==> config.mk <==
export PLATFORM = sky130hd
export DESIGN_NAME = prng_sample_arbiter
export DESIGN_NICKNAME = d
export VERILOG_FILES = /design/src/rtl/prng_sample_arbiter.sv
export SDC_FILE = /design/constraint.sdc
export NUM_CORES = 1
export LEC_CHECK = 0
export ABC_AREA = 1
export CAP_MARGIN = 15
export CORE_UTILIZATION = 45
export DETAILED_ROUTE_END_ITERATION = 10
export GPL_ROUTABILITY_DRIVEN = 0
export PLACE_DENSITY = 0.89
export SLEW_MARGIN = 40
export SYNTH_ARGS = -nofsm -noshare
export SYNTH_HDL_FRONTEND = slang
export SYNTH_SLANG_ARGS = --single-unit
export TNS_END_PERCENT = 30
==> constraint.sdc <==
create_clock -name clk -period 1.7 [get_ports clk]
set_input_delay 0.34 -clock clk [delete_from_list [all_inputs] [get_ports clk]]
set_output_delay 0.34 -clock clk [all_outputs]
set_load 0.005 [all_outputs]
==> src/rtl/prng_sample_arbiter.sv <==
// Round-robin arbiter that shares one PRNG stream among several consumers.
// Each grant captures two consecutive PRNG words and returns them as a (u, v) pair.
module prng_sample_arbiter #(
    parameter  int NUM_REQ = 4,
    localparam int ID_W    = $clog2(NUM_REQ)
) (
    input  logic               clk,
    input  logic               rst,
    input  logic [11:0]        rand_num,
    input  logic [NUM_REQ-1:0] req,
    output logic [NUM_REQ-1:0] ack,
    output logic               out_valid,
    input  logic               out_ready,
    output logic [ID_W-1:0]    out_id,
    output logic [11:0]        out_u,
    output logic [11:0]        out_v,
    output logic               busy
);

    typedef enum logic [1:0] {IDLE, CAP_U, CAP_V, RESP} state_t;

    state_t            state_q, state_d;
    logic [ID_W-1:0]   ptr_q, ptr_d;
    logic [ID_W-1:0]   out_id_q, out_id_d;
    logic [11:0]       out_u_q, out_u_d;
    logic [11:0]       out_v_q, out_v_d;
    logic [ID_W-1:0]   winner;
    logic [ID_W-1:0]   idx;
    logic              found;

    function automatic logic [ID_W-1:0] wrap_add(input logic [ID_W-1:0] base, input int offset);
        int sum;
        sum = int'(base) + offset;
        if (sum >= NUM_REQ) begin
            sum = sum - NUM_REQ;
        end
        return sum[ID_W-1:0];
    endfunction

    // Search from ptr upward with wrap; the first active request wins.
    always_comb begin
        found  = 1'b0;
        winner = '0;
        idx    = '0;
        for (int i = 0; i < NUM_REQ; i++) begin
            idx = wrap_add(ptr_q, i);
            if (!found && req[idx]) begin
                found  = 1'b1;
                winner = idx;
            end
        end
    end

    always_comb begin
        state_d  = state_q;
        ptr_d    = ptr_q;
        out_id_d = out_id_q;
        out_u_d  = out_u_q;
        out_v_d  = out_v_q;
        ack      = '0;
        case (state_q)
            IDLE: begin
                if (found) begin
                    out_id_d = winner;
                    state_d  = CAP_U;
                end
            end
            CAP_U: begin
                out_u_d = rand_num;
                state_d = CAP_V;
            end
            CAP_V: begin
                out_v_d = rand_num;
                state_d = RESP;
            end
            RESP: begin
                // The winner drops to lowest priority for the next arbitration.
                if (out_ready) begin
                    ack     = {{(NUM_REQ-1){1'b0}}, 1'b1} << out_id_q;
                    ptr_d   = wrap_add(out_id_q, 1);
                    state_d = IDLE;
                end
            end
            default: state_d = IDLE;
        endcase
    end

    always_ff @(posedge clk) begin
        if (rst) begin
            state_q  <= IDLE;
            ptr_q    <= '0;
            out_id_q <= '0;
            out_u_q  <= '0;
            out_v_q  <= '0;
        end else begin
            state_q  <= state_d;
            ptr_q    <= ptr_d;
            out_id_q <= out_id_d;
            out_u_q  <= out_u_d;
            out_v_q  <= out_v_d;
        end
    end

    assign out_valid = (state_q == RESP);
    assign busy      = (state_q != IDLE);
    assign out_id    = out_id_q;
    assign out_u     = out_u_q;
    assign out_v     = out_v_q;

endmodule

## Yosys cells after proc, flatten, opt, wreduce, memory -nomap -nowiden

Index checks and enable logic that the tools add are counted.

| cells by class | value |
|---|---|
| reductions and logical operators | 11 |
| div/mod/pow operators | 0 |
| $lt $le $gt $ge | 9 |
| multipliers | 0 |
| bitwise gates (word level) | 0 |
| shift-type cells | 1 |
| eq/ne operators | 5 |
| add/sub/neg operators | 9 |
| mux-type cells | 26 |

Operators with widths:

| cell | count |
|---|---|
| $mux 2 | 11 |
| $ge 3x3->1 const B | 4 |
| $lt 2x3->1 const B | 4 |
| $sub 2x1->2 const B | 5 |
| $bmux 1 s2 | 4 |
| $mux 1 | 8 |
| $mux 4 | 2 |
| $pmux 2 s4 | 1 |
| $add 2x1->3 const B | 2 |
| $add 2x2->3 const B | 2 |
| $reduce_and 2->1 | 3 |
| $eq 2x2->1 const B | 2 |
| $shl 1x2->4 const A | 1 |
| $ge 2x3->1 const B | 1 |
| $logic_and 1x1->1 | 3 |
| $logic_not 1->1 | 3 |
| $eq 2x1->1 const B | 1 |
| $logic_not 2->1 | 1 |
| $ne 2x1->1 const B | 1 |
| $ne 2x2->1 const B | 1 |
| $reduce_bool 2->1 | 1 |

| word-level totals | value |
|---|---|
| latch bits | 0 |
| bits in registers | 30 |
| memories | 0 |
| bits in read-only memories | 0 |
| word-level logic and storage cells | 66 |
| input bits | 19 |
| memory bits (writable) | 0 |

## Logic depth before layout (Yosys ltp)

| depth | value |
|---|---|
| word-level depth | 16 |
| depth in mapped cells | 12 |

## Worst setup path before layout

No wires, ideal clock.

| timing path | value |
|---|---|
| path kind | flip-flop to flip-flop |
| start | reg ptr_q[0] |
| end | reg out_id_q[0] (netlist: out_id[0]) |
| stages on the path, launching flop included | 12 |
| slack | 0.426 ns |
| buffers on the path | 1 |
| library setup time | 0.112 ns |
| arrival | 1.162 ns |
| cell sequence | dfxtp_1 buf_6 inv_6 nand2_2 nand3_1 nand2_4 nor2_8 nand3_2 nand2_1 nand2_1 nand2_1 nor2_1 |

| on the way | value |
|---|---|
| word-level cells in the longest chain between the ends | 15 |
| elaborated cells between the ends (all ways) | 38 |

Ends and longest elaborated chain:

| item | RTL line | RTL |
|---|---|---|
| start: declaration | 23 | `logic [ID_W-1:0] ptr_q, ptr_d;` |
| start signal: assignment | 97 | `ptr_q <= ptr_d;` |
| parallel branches: the longest is 15 deep, another holds $add 2x1->3 | - |  |
| end signal: assignment | 98 | `out_id_q <= out_id_d;` |
| end: declaration | 24 | `logic [ID_W-1:0] out_id_q, out_id_d;` |

Several ways; the timed one is not identified. The select of a mux whose other input is x is not followed.
A chain may end at the register's enable or synchronous reset.

## Final worst setup path

| timing path | value |
|---|---|
| start | reg out_id_q[0] (netlist: out_id[0]) |
| end | out ack[2] |

| on the way | value |
|---|---|
| word-level cells in the longest chain between the ends | 3 |

Ends and longest elaborated chain:

| item | RTL line | RTL |
|---|---|---|
| $shl 1x2->4 | 79 | `ack = {{(NUM_REQ-1){1'b0}}, 1'b1} << out_id_q;` |
| $mux 4 | 78 | `if (out_ready) begin` |
| $mux 4 | 61 | `case (state_q)` |
| end: declaration | 11 | `output logic [NUM_REQ-1:0] ack,` |

No other way between the ends.

==> flow_summary.yaml <==
grt:
  grt_pass1_vias: 1391
  track_usage_pct: 21.6
  grt_antenna_before_repair: 0
  grt_max_degree: 31
  grt_remaining_overflow: 0
  grt_pass1_wl_microns: 5860
synth:
  yosys_warnings: 0
  ys_seq_elements: 30
  synth_cell_type_count: 20
  syn_avg_cell_area_sq_um: 7.24
  ys_seq_area_share_pct: 38.6
  syn_inst: 215
  synth_area_sq_um: 1560
  syn_nets: 243
status:
  outcome: "completed"
sta:
  fin_crit_sh_pct: 94.8
  drv_slew: 0
  final-hold-violation-count: 0
  slew_headroom_pct: 74.3
  fmax_mhz: 621
  whs_ns: 0.512
  fin_worst_skew_ns: 0.0134
  grt_setup_unrepaired: "false"
  tightest_slew_ns: 0.385
  period_minus_slack_ns: 1.61
  setup_viol: 0
clock_tree:
  clk_pin_slew_ns: 0.10
  cts_hold_buf: 0
  cts-root-buf: "clkbuf_4"
  cts_sinks: 30
  numCtsBuffers: 5
  clockBufferDepth: 2
  insertion_delay_ns: 0.33
  cts_tree: "done"
  htree_num_levels: 2
routing:
  firstDrtPassIters: 4
  wl_per_cell_microns: 11.5
  drc_errors: 0
  post_drt_via_cell_ratio: 4.80
  routed_wl_microns: 3650
  postRouteAntennaNets: 0
  vias: 1517
  drt-initial-drc-count: 88
pwr:
  clockPowerShare_pct: 14.4
  p_switching_mw: 1.17
  power_leakage_nw: 1.01
  seq_power_share_pct: 36.8
  p_total_mw: 3.13
  powerDensity_nw_per_um2: 1420
  intPower_mw: 1.96
  p_sw_share_pct: 37.5
  power_frac_comb_pct: 48.9
  ir_drop_mv: 0.795
layout:
  nNetsFinal: 299
  syn2layout_area_growth_pct: 41.2
  layout_commonest_cell: "nor2_1"
  antennaDiodeCount: 0
  drive_gt1_share_pct: 17.3
  fin_util_pct: 69.2
  layout_common_cells: "nor2_1, clkdlybuf4s50_1, o21ai_0, nand2_1, dfxtp_1"
setup_path:
  start_kind: "register"
  crit_family: "flip-flops"
  crit_chain: "inv_2 > ha_1 > inv_1 > nor2_1 > dlygate4sd2_1"
  critPathSlowestCell: "dfxtp_2"
  path_max_fanout: 4
  critPathBufInv: 3
  cp_slowest_stage_delay_ns: 0.37
  critPathArrivalTime_ns: 1.27
  end_kind: "output pin"
  worstSetupPathType: "reg -> out"
  cp_data_required_time_ns: 1.36
floorplanning:
  pin_count: 51
  dieArea_sq_um: 3700
  initial_core_util_pct: 49.0
  core_area_sq_um: 3180
  fp.dieH_microns: 60.8
  rows: 20
  die_x_microns: 60.8
min_path:
  hold_path.class: "reg -> reg"
placement:
  io_buffer_count: 50
  dpl.hpwl_microns: 2640
flow_run:
  drv_cap: 0
-- logic make-up after synthesis --
logic type / share of synthesized area [%]
AO/OA/AOI/OAI: 10.6
adder cells (fa/ha/maj): 7.23
buffers and inverters: 9.00
flip-flops: 38.6
AND/OR/NAND/NOR: 34.6
-- through the flow --
stage	cell area, sq um	setup slack [ns]	setup TNS (ns)	cells
2_1_floorplan	1560	0.426	0	215
3_3_place_gp	2120	-0.210	-0.852	307
3_5_place_dp	2120	-0.254	-1.12	307
4_1_cts	2210	0.0537	0	316
5_1_grt	2200	0.00638	0	316
6_report	2200	0.0892	0	316
-- worst min-delay path: cells and delay by family, from the launching register on --
family	cells	cell delay, ns
DFF	1	0.34
AOI/OAI and AO/OA	1	0.07
and+or+nand+nor	1	0.07
-- power groups by stage --
stage	clock network, mW	registers [mW]	logic, mW
6_report	0.450	1.15	1.53
5_1_grt	0.506	1.18	1.71
4_1_cts	0.460	1.15	1.54
3_5_place_dp	0	1.13	1.52
3_3_place_gp	0	1.12	1.47
2_1_floorplan	0	1.12	0.764
-- cell usage after synthesis --
library cell	instances	area [sq um]
bufbuf_8	1	18.8
and2_4	1	8.76
nor2_8	1	20.0
a21oi_1	5	25.0
nand2_1	26	97.6
dfxtp_1	30	601
inv_6	1	8.76
nand3b_1	1	7.51
clkbuf_1	6	22.5
o21ai_0	28	140
buf_6	1	11.3
nand2_4	4	45.0
inv_2	1	3.75
nand3_1	9	45.0
nand2_2	7	43.8
nand4_4	1	21.3
inv_1	20	75.1
nor2_1	61	229
nand3_2	2	20.0
ha_1	9	113
-- timing repair --
| item | CTS | global route |
|---|---|---|
| hold endpoints to repair | 0 | 0 |
| resized for setup | 19 | 7 |
| buffers inserted | 1 | 0 |
| endpoints found under the setup margin | 6 | 6 |
-- path summary, 6_finish.rpt --
check	startpoint	endpoint	slack, ns	cells after the start
setup / recovery	out_id[0]	ack[2]	0.09	5
hold / removal	out_u[0]	out_u[0]	0.51	2
setup reg to reg	ptr_q[0]	state_q[0]	0.25	9
hold reg to reg	out_u[0]	out_u[0]	0.51	2
-- layer usage --
metal  GRT usage [%]  vias up  part of all wire, %
met4            6.82        0                 0.74
met3            7.89        4                  5.7
met5               0        -                    0
li1                -      778                    -
met1            25.0      696                   43
met2            37.2       39                   51
-- layout make-up --
class,instances,area (sq um)
repair buffers,57,547
flip-flops and latches,30,612
clock buffers,6,51.3
multi-input cells,155,833
fillers,281,980
inverters,22,87.6
well taps,44,55.1
clock inverters,2,12.5
-- state kept, by name (all words and copies together), names as in the netlist --
name,flops
ptr_q,2
out_id,2
state_q,2
out_u,12
out_v,12
(Power assumes the default switching activity.)
==> edit 1: new RTL, same flow settings <==
The parameter `NUM_REQ` goes from 4 to 2.
--- a/src/rtl/prng_sample_arbiter.sv
+++ b/src/rtl/prng_sample_arbiter.sv
@@ -2,5 +2,5 @@
 // Each grant captures two consecutive PRNG words and returns them as a (u, v) pair.
 module prng_sample_arbiter #(
-    parameter  int NUM_REQ = 4,
+    parameter  int NUM_REQ = 2,
     localparam int ID_W    = $clog2(NUM_REQ)
 ) (
Ports: changed (resized ack, out_id and req); port bits go from 51 to 46. No check against the original RTL was run, so the function may have changed too.
==> edit 1 against the unedited design <==
Fmax shrank 0.37%. Critical path type unchanged. Routed wire length shrank 19%. Sequential cell count shrank 2. Global-route usage grew 2.1 points. Largest cell class is now registers. Worst hold slack gained 0.0027 ns. Total power shrank 10%. Highest routed layer unchanged. Area after synthesis shrank 28%. Setup slack lost 0.0061 ns. Cell area shrank 23%. Clock skew shrank 0.0017 ns. Synthesized cell count shrank 34%.
==> edit 1: results (changes against the unedited design) <==
metric	value	unit	change
most area-consuming cells after synthesis	sky130_fd_sc_hd__dfxtp_1 (50%), sky130_fd_sc_hd__nor2_1 (17%), sky130_fd_sc_hd__o21ai_0 (7.1%), sky130_fd_sc_hd__ha_1 (4.5%), sky130_fd_sc_hd__o21ai_1 (3.6%)		
share of synthesized area occupied by flip-flops and latches	49.89	%	+11 points
static leakage	0.7513	nW	-26%
drt first-iter violations	27		-69%
Post-synth top flop	sky130_fd_sc_hd__dfxtp_1		
placed instance area	1599	um2	-24%
depth of the most critical reg-to-reg path	7		-2
maximum number of pins on one net before global-route repair	27		-13%
NumNets Final	214		-28%
aggregate global-route resource usage	23.70	%	+2.1 points
number of library cell types mapped by synthesis	18		-10%
net count after synthesis	163		-33%
result of the run	finished clean		
commonest cells in the netlist	sky130_fd_sc_hd__nor2_1 (51), sky130_fd_sc_hd__dfxtp_1 (28), sky130_fd_sc_hd__o21ai_0 (16), sky130_fd_sc_hd__inv_1 (10)		
reg2reg start	state_q[0]		
clock latency at the later pin of the worst-skew pair	0.33	ns	about the same
1st-pass router iterations	5		+1
buffer cell driving the clock tree root	sky130_fd_sc_hd__clkbuf_4		
worst hold path stage count	2		unchanged
Worst R2R End	out_v[10]		
post-detailed-routing wire length	2967	um	-19%
HP Class	reg2reg		
vias post-DR	1128		-26%
total half-perimeter wirelength after legalization and detailed placement	2056	um	-22%
clock-pin slew on the worst setup and hold paths	0.15	ns	+0.05 ns
Peak supply drop	0.001237	V	+56%
deepest level of the CTS H-tree	1		-1
antenna violations before repair	0		unchanged
first-pass GRT wire length	4664	um	-20%
number of I/O port buffers	45		-10%
Antenna diodes	0		unchanged
Worst Hold Path EP	out_u[5]		
share of layout cells above drive strength 1	13.02	%	-4.3 points
crit-path max FO	3		-1
Hold Path Origin	out_u[5]		
number of buffers created by CTS	3		-2
relative slew slack	74.06	%	-0.26 points
worst clock skew	0.01177	ns	-0.001655 ns
number of global-route vias before repair	1027		-26%
## edit 1: cell count changes in the layout (fill, tap and decap cells not counted), sizes merged, moves of 4 or more
cell,before,now
nand2,37,9
inv,22,11
nor2,62,51
nand3,11,4
clkbuf,9,4
ha,9,4
o21ai,28,24
## edit 1: worst max-delay path by stage
stage,from,to,slack [ns],depth (start not counted)
after detailed placement,out_ready,ack[1],-0.20,4
after global routing,state_q[0],ack[0],0.02,4
after floorplan,state_q[1],ack[1],0.59,3
after global placement,out_ready,ack[1],-0.16,4
final,state_q[0],ack[1],0.08,4
after CTS,state_q[0],busy,-0.12,5
## edit 1: worst max-delay path, cell delays in order, from the launching register on
cell,delay [ns]
sky130_fd_sc_hd__dfxtp_4,0.39
sky130_fd_sc_hd__ha_4,0.14
sky130_fd_sc_hd__nand2_1,0.09
sky130_fd_sc_hd__nor2_2,0.10
sky130_fd_sc_hd__dlygate4sd2_1,0.24
## edit 1: what timing repair did
item | 4_1_cts | 5_1_grt
gates resized for setup | 10 | 10
pin swaps | 0 | 1
setup buffers | 2 | 0
gates cloned | 0 | 0
hold buffers | 0 | 0
endpoints found under the setup margin | 4 | 3
## edit 1: through the flow
step	hold slack, ns	worst slack, ns	instances	total power, W
global placement	0.4664	-0.1561	214	0.002201
CTS	0.5139	-0.1218	220	0.002747
finish	0.5145	0.08317	220	0.002802
global route	0.5371	0.01813	220	0.002973
detailed placement	0.4739	-0.2004	214	0.002264
floorplan	0.4024	0.5879	142	0.001582
## edit 1: logic make-up after synthesis
kind of cell,share of synthesized area (%)
buffers and inverters,7.906
adders and majority gates,4.455
and+or+nand+nor,24.39
DFF,49.89
AOI/OAI and AO/OA,13.36
## edit 1: layout make-up
class | count | area (um2)
clock inverter | 1 | 30.03
tap | 28 | 35.03
inverter | 11 | 46.29
clock buffer | 3 | 22.52
sequential | 28 | 568.0
multi-input combinational | 97 | 501.7
timing repair buffer | 52 | 499.2
fill | 161 | 573.1
## edit 1: where the power goes
part / leakage (nW) / internal [W] / total [W] / switching, W
logic: 0.492 / 0.000697 / 0.00132 / 0.000618
clock network: 0.0279 / 0.000239 / 0.000436 / 0.000198
registers: 0.231 / 0.000915 / 0.00105 / 0.000135
## edit 1: routing by layer
metal | track usage, % | part of all wire, % | vias up
li1 | - | - | 549
met1 | 27.75 | 41 | 527
met2 | 40.60 | 51 | 43
met3 | 4.094 | 5.3 | 9
met4 | 12.61 | 2.1 | 0
met5 | 0 | 0 | -
==> edit 2: new RTL, same flow settings <==
Without the edit above. Encoding of `state_t`: now one-hot (4 bits for 4 states).
--- a/src/rtl/prng_sample_arbiter.sv
+++ b/src/rtl/prng_sample_arbiter.sv
@@ -18,5 +18,5 @@
 );
 
-    typedef enum logic [1:0] {IDLE, CAP_U, CAP_V, RESP} state_t;
+    typedef enum logic [3:0] {IDLE = 4'b0001, CAP_U = 4'b0010, CAP_V = 4'b0100, RESP = 4'b1000} state_t;
 
     state_t            state_q, state_d;
Formal check against the unedited RTL: same outputs for any inputs over 10 cycles, from zero or initial values and one cycle with rst high; not proved beyond that.
==> edit 2 against the unedited design <==
Critical path depth unchanged. Via count up 3.8%. Setup slack worse by 0.076 ns. Core utilization rose by 2.5 points. Cell area increased by 1.1%. Sequential cell count increased by 2. Area after synthesis shrank 3.5%. Non-clock buffer count unchanged. Routed wire length increased by 6.9%.
Power is not compared: it rests on default switching activity, and its combinational part moved more than twofold at a synthesized area within 25%.
==> edit 2: results (changes against the unedited design) <==
metric	value	unit	change
result of the run	finished clean		
depth of the most critical reg-to-reg path	10		+1
final-layout fill cell count	257		-8.5%
number of cells in the finished layout apart from fillers	317		+0.32%
worst clock skew	0.006728	ns	-0.006694 ns
Worst R2R End	out_id[1]		
setup slack after placement	-0.2600	ns	-0.006312 ns
aggregate global-route resource usage	23.40	%	+1.8 points
routing usage on met3	6.061	%	-1.8 points
capturing element of the worst setup path	ack[1]		
total half-perimeter wirelength after legalization and detailed placement	2619	um	-0.91%
met1 Use GR	26.97	%	+2.0 points
commonest cells in the netlist	sky130_fd_sc_hd__nor2_1 (65), sky130_fd_sc_hd__dfxtp_1 (32), sky130_fd_sc_hd__nand2_1 (31), sky130_fd_sc_hd__o21ai_0 (26), sky130_fd_sc_hd__inv_1 (13)		
internal reg-to-reg setup slack	0.14	ns	-0.11 ns
first-pass GRT wire length	6237	um	+6.5%
number of global-route vias before repair	1458		+4.8%
WP data arrival	1.35	ns	+0.08 ns
net count after synthesis	239		-1.6%
share of the clock period used by the worst path after layout	99.22	%	+4.5 points
vias post-DR	1575		+3.8%
Detail Route met3 WL	206	um	-0.48%
launching element of the worst setup path	out_id[1]		
most area-consuming cells after synthesis	sky130_fd_sc_hd__dfxtp_1 (43%), sky130_fd_sc_hd__nor2_1 (16%), sky130_fd_sc_hd__o21ai_0 (8.7%), sky130_fd_sc_hd__nand2_1 (7.7%), sky130_fd_sc_hd__ha_1 (3.3%)		
1st-pass router iterations	6		+2
post-synthesis cell count	216		+0.47%
Worst Hold Path EP	out_v[1]		
edit 2: cell types whose count changed in the layout (fill, tap and decap cells not counted), sizes merged, moves of 2 or more:
cell | unedited run | this run
a21oi | 5 | 3
clkbuf | 9 | 7
dfxtp | 30 | 32
dlygate4sd2 | 3 | 6
ha | 9 | 4
inv | 22 | 19
nor2 | 62 | 66
o21ai | 28 | 31
edit 2: cells by family (layout without fill, tap and decap cells):
kind of cell,Yosys count,after routing,share of synthesized area [%]
flip-flops,32,32,42.63
AND/OR/NAND/NOR,116,116,33.81
buffers and inverters,27,84,6.995
AO/OA/AOI/OAI,37,37,13.24
adder cells (fa/ha/maj),4,4,3.331
edit 2: repair_timing:
| item | in CTS | in global routing |
|---|---|---|
| endpoints found under the setup margin | 6 | 5 |
| pin swaps | 2 | 0 |
| gates cloned | 0 | 0 |
| gates resized for setup | 18 | 6 |
| buffers inserted | 1 | 1 |
edit 2: layout make-up:
class                   instances  area share [%]
clock buffers                   7           2.926
clock inverters                 1           1.351
inverters                      19           3.320
multi-input cells             157           35.51
flip-flops and latches         32           29.21
well taps                      44           2.476
repair buffers                 57           25.21
edit 2: through the flow:
| stage | power, W | cell area (um2) | TNS, ns | utilization, % | hold WS, ns |
|---|---|---|---|---|---|
| 2_1_floorplan | 0.001038 | 1503 | 0 | - | 0.4121 |
| 3_3_place_gp | 0.001218 | 2074 | -0.8604 | 66.85 | 0.4613 |
| 3_5_place_dp | 0.001230 | 2074 | -0.9966 | 66.85 | 0.4707 |
| 4_1_cts | 0.001885 | 2200 | -0.2227 | 70.89 | 0.4924 |
| 5_1_grt | 0.001983 | 2223 | -0.06622 | 71.65 | 0.5150 |
| 6_report | 0.001905 | 2223 | 0 | 71.65 | 0.4873 |
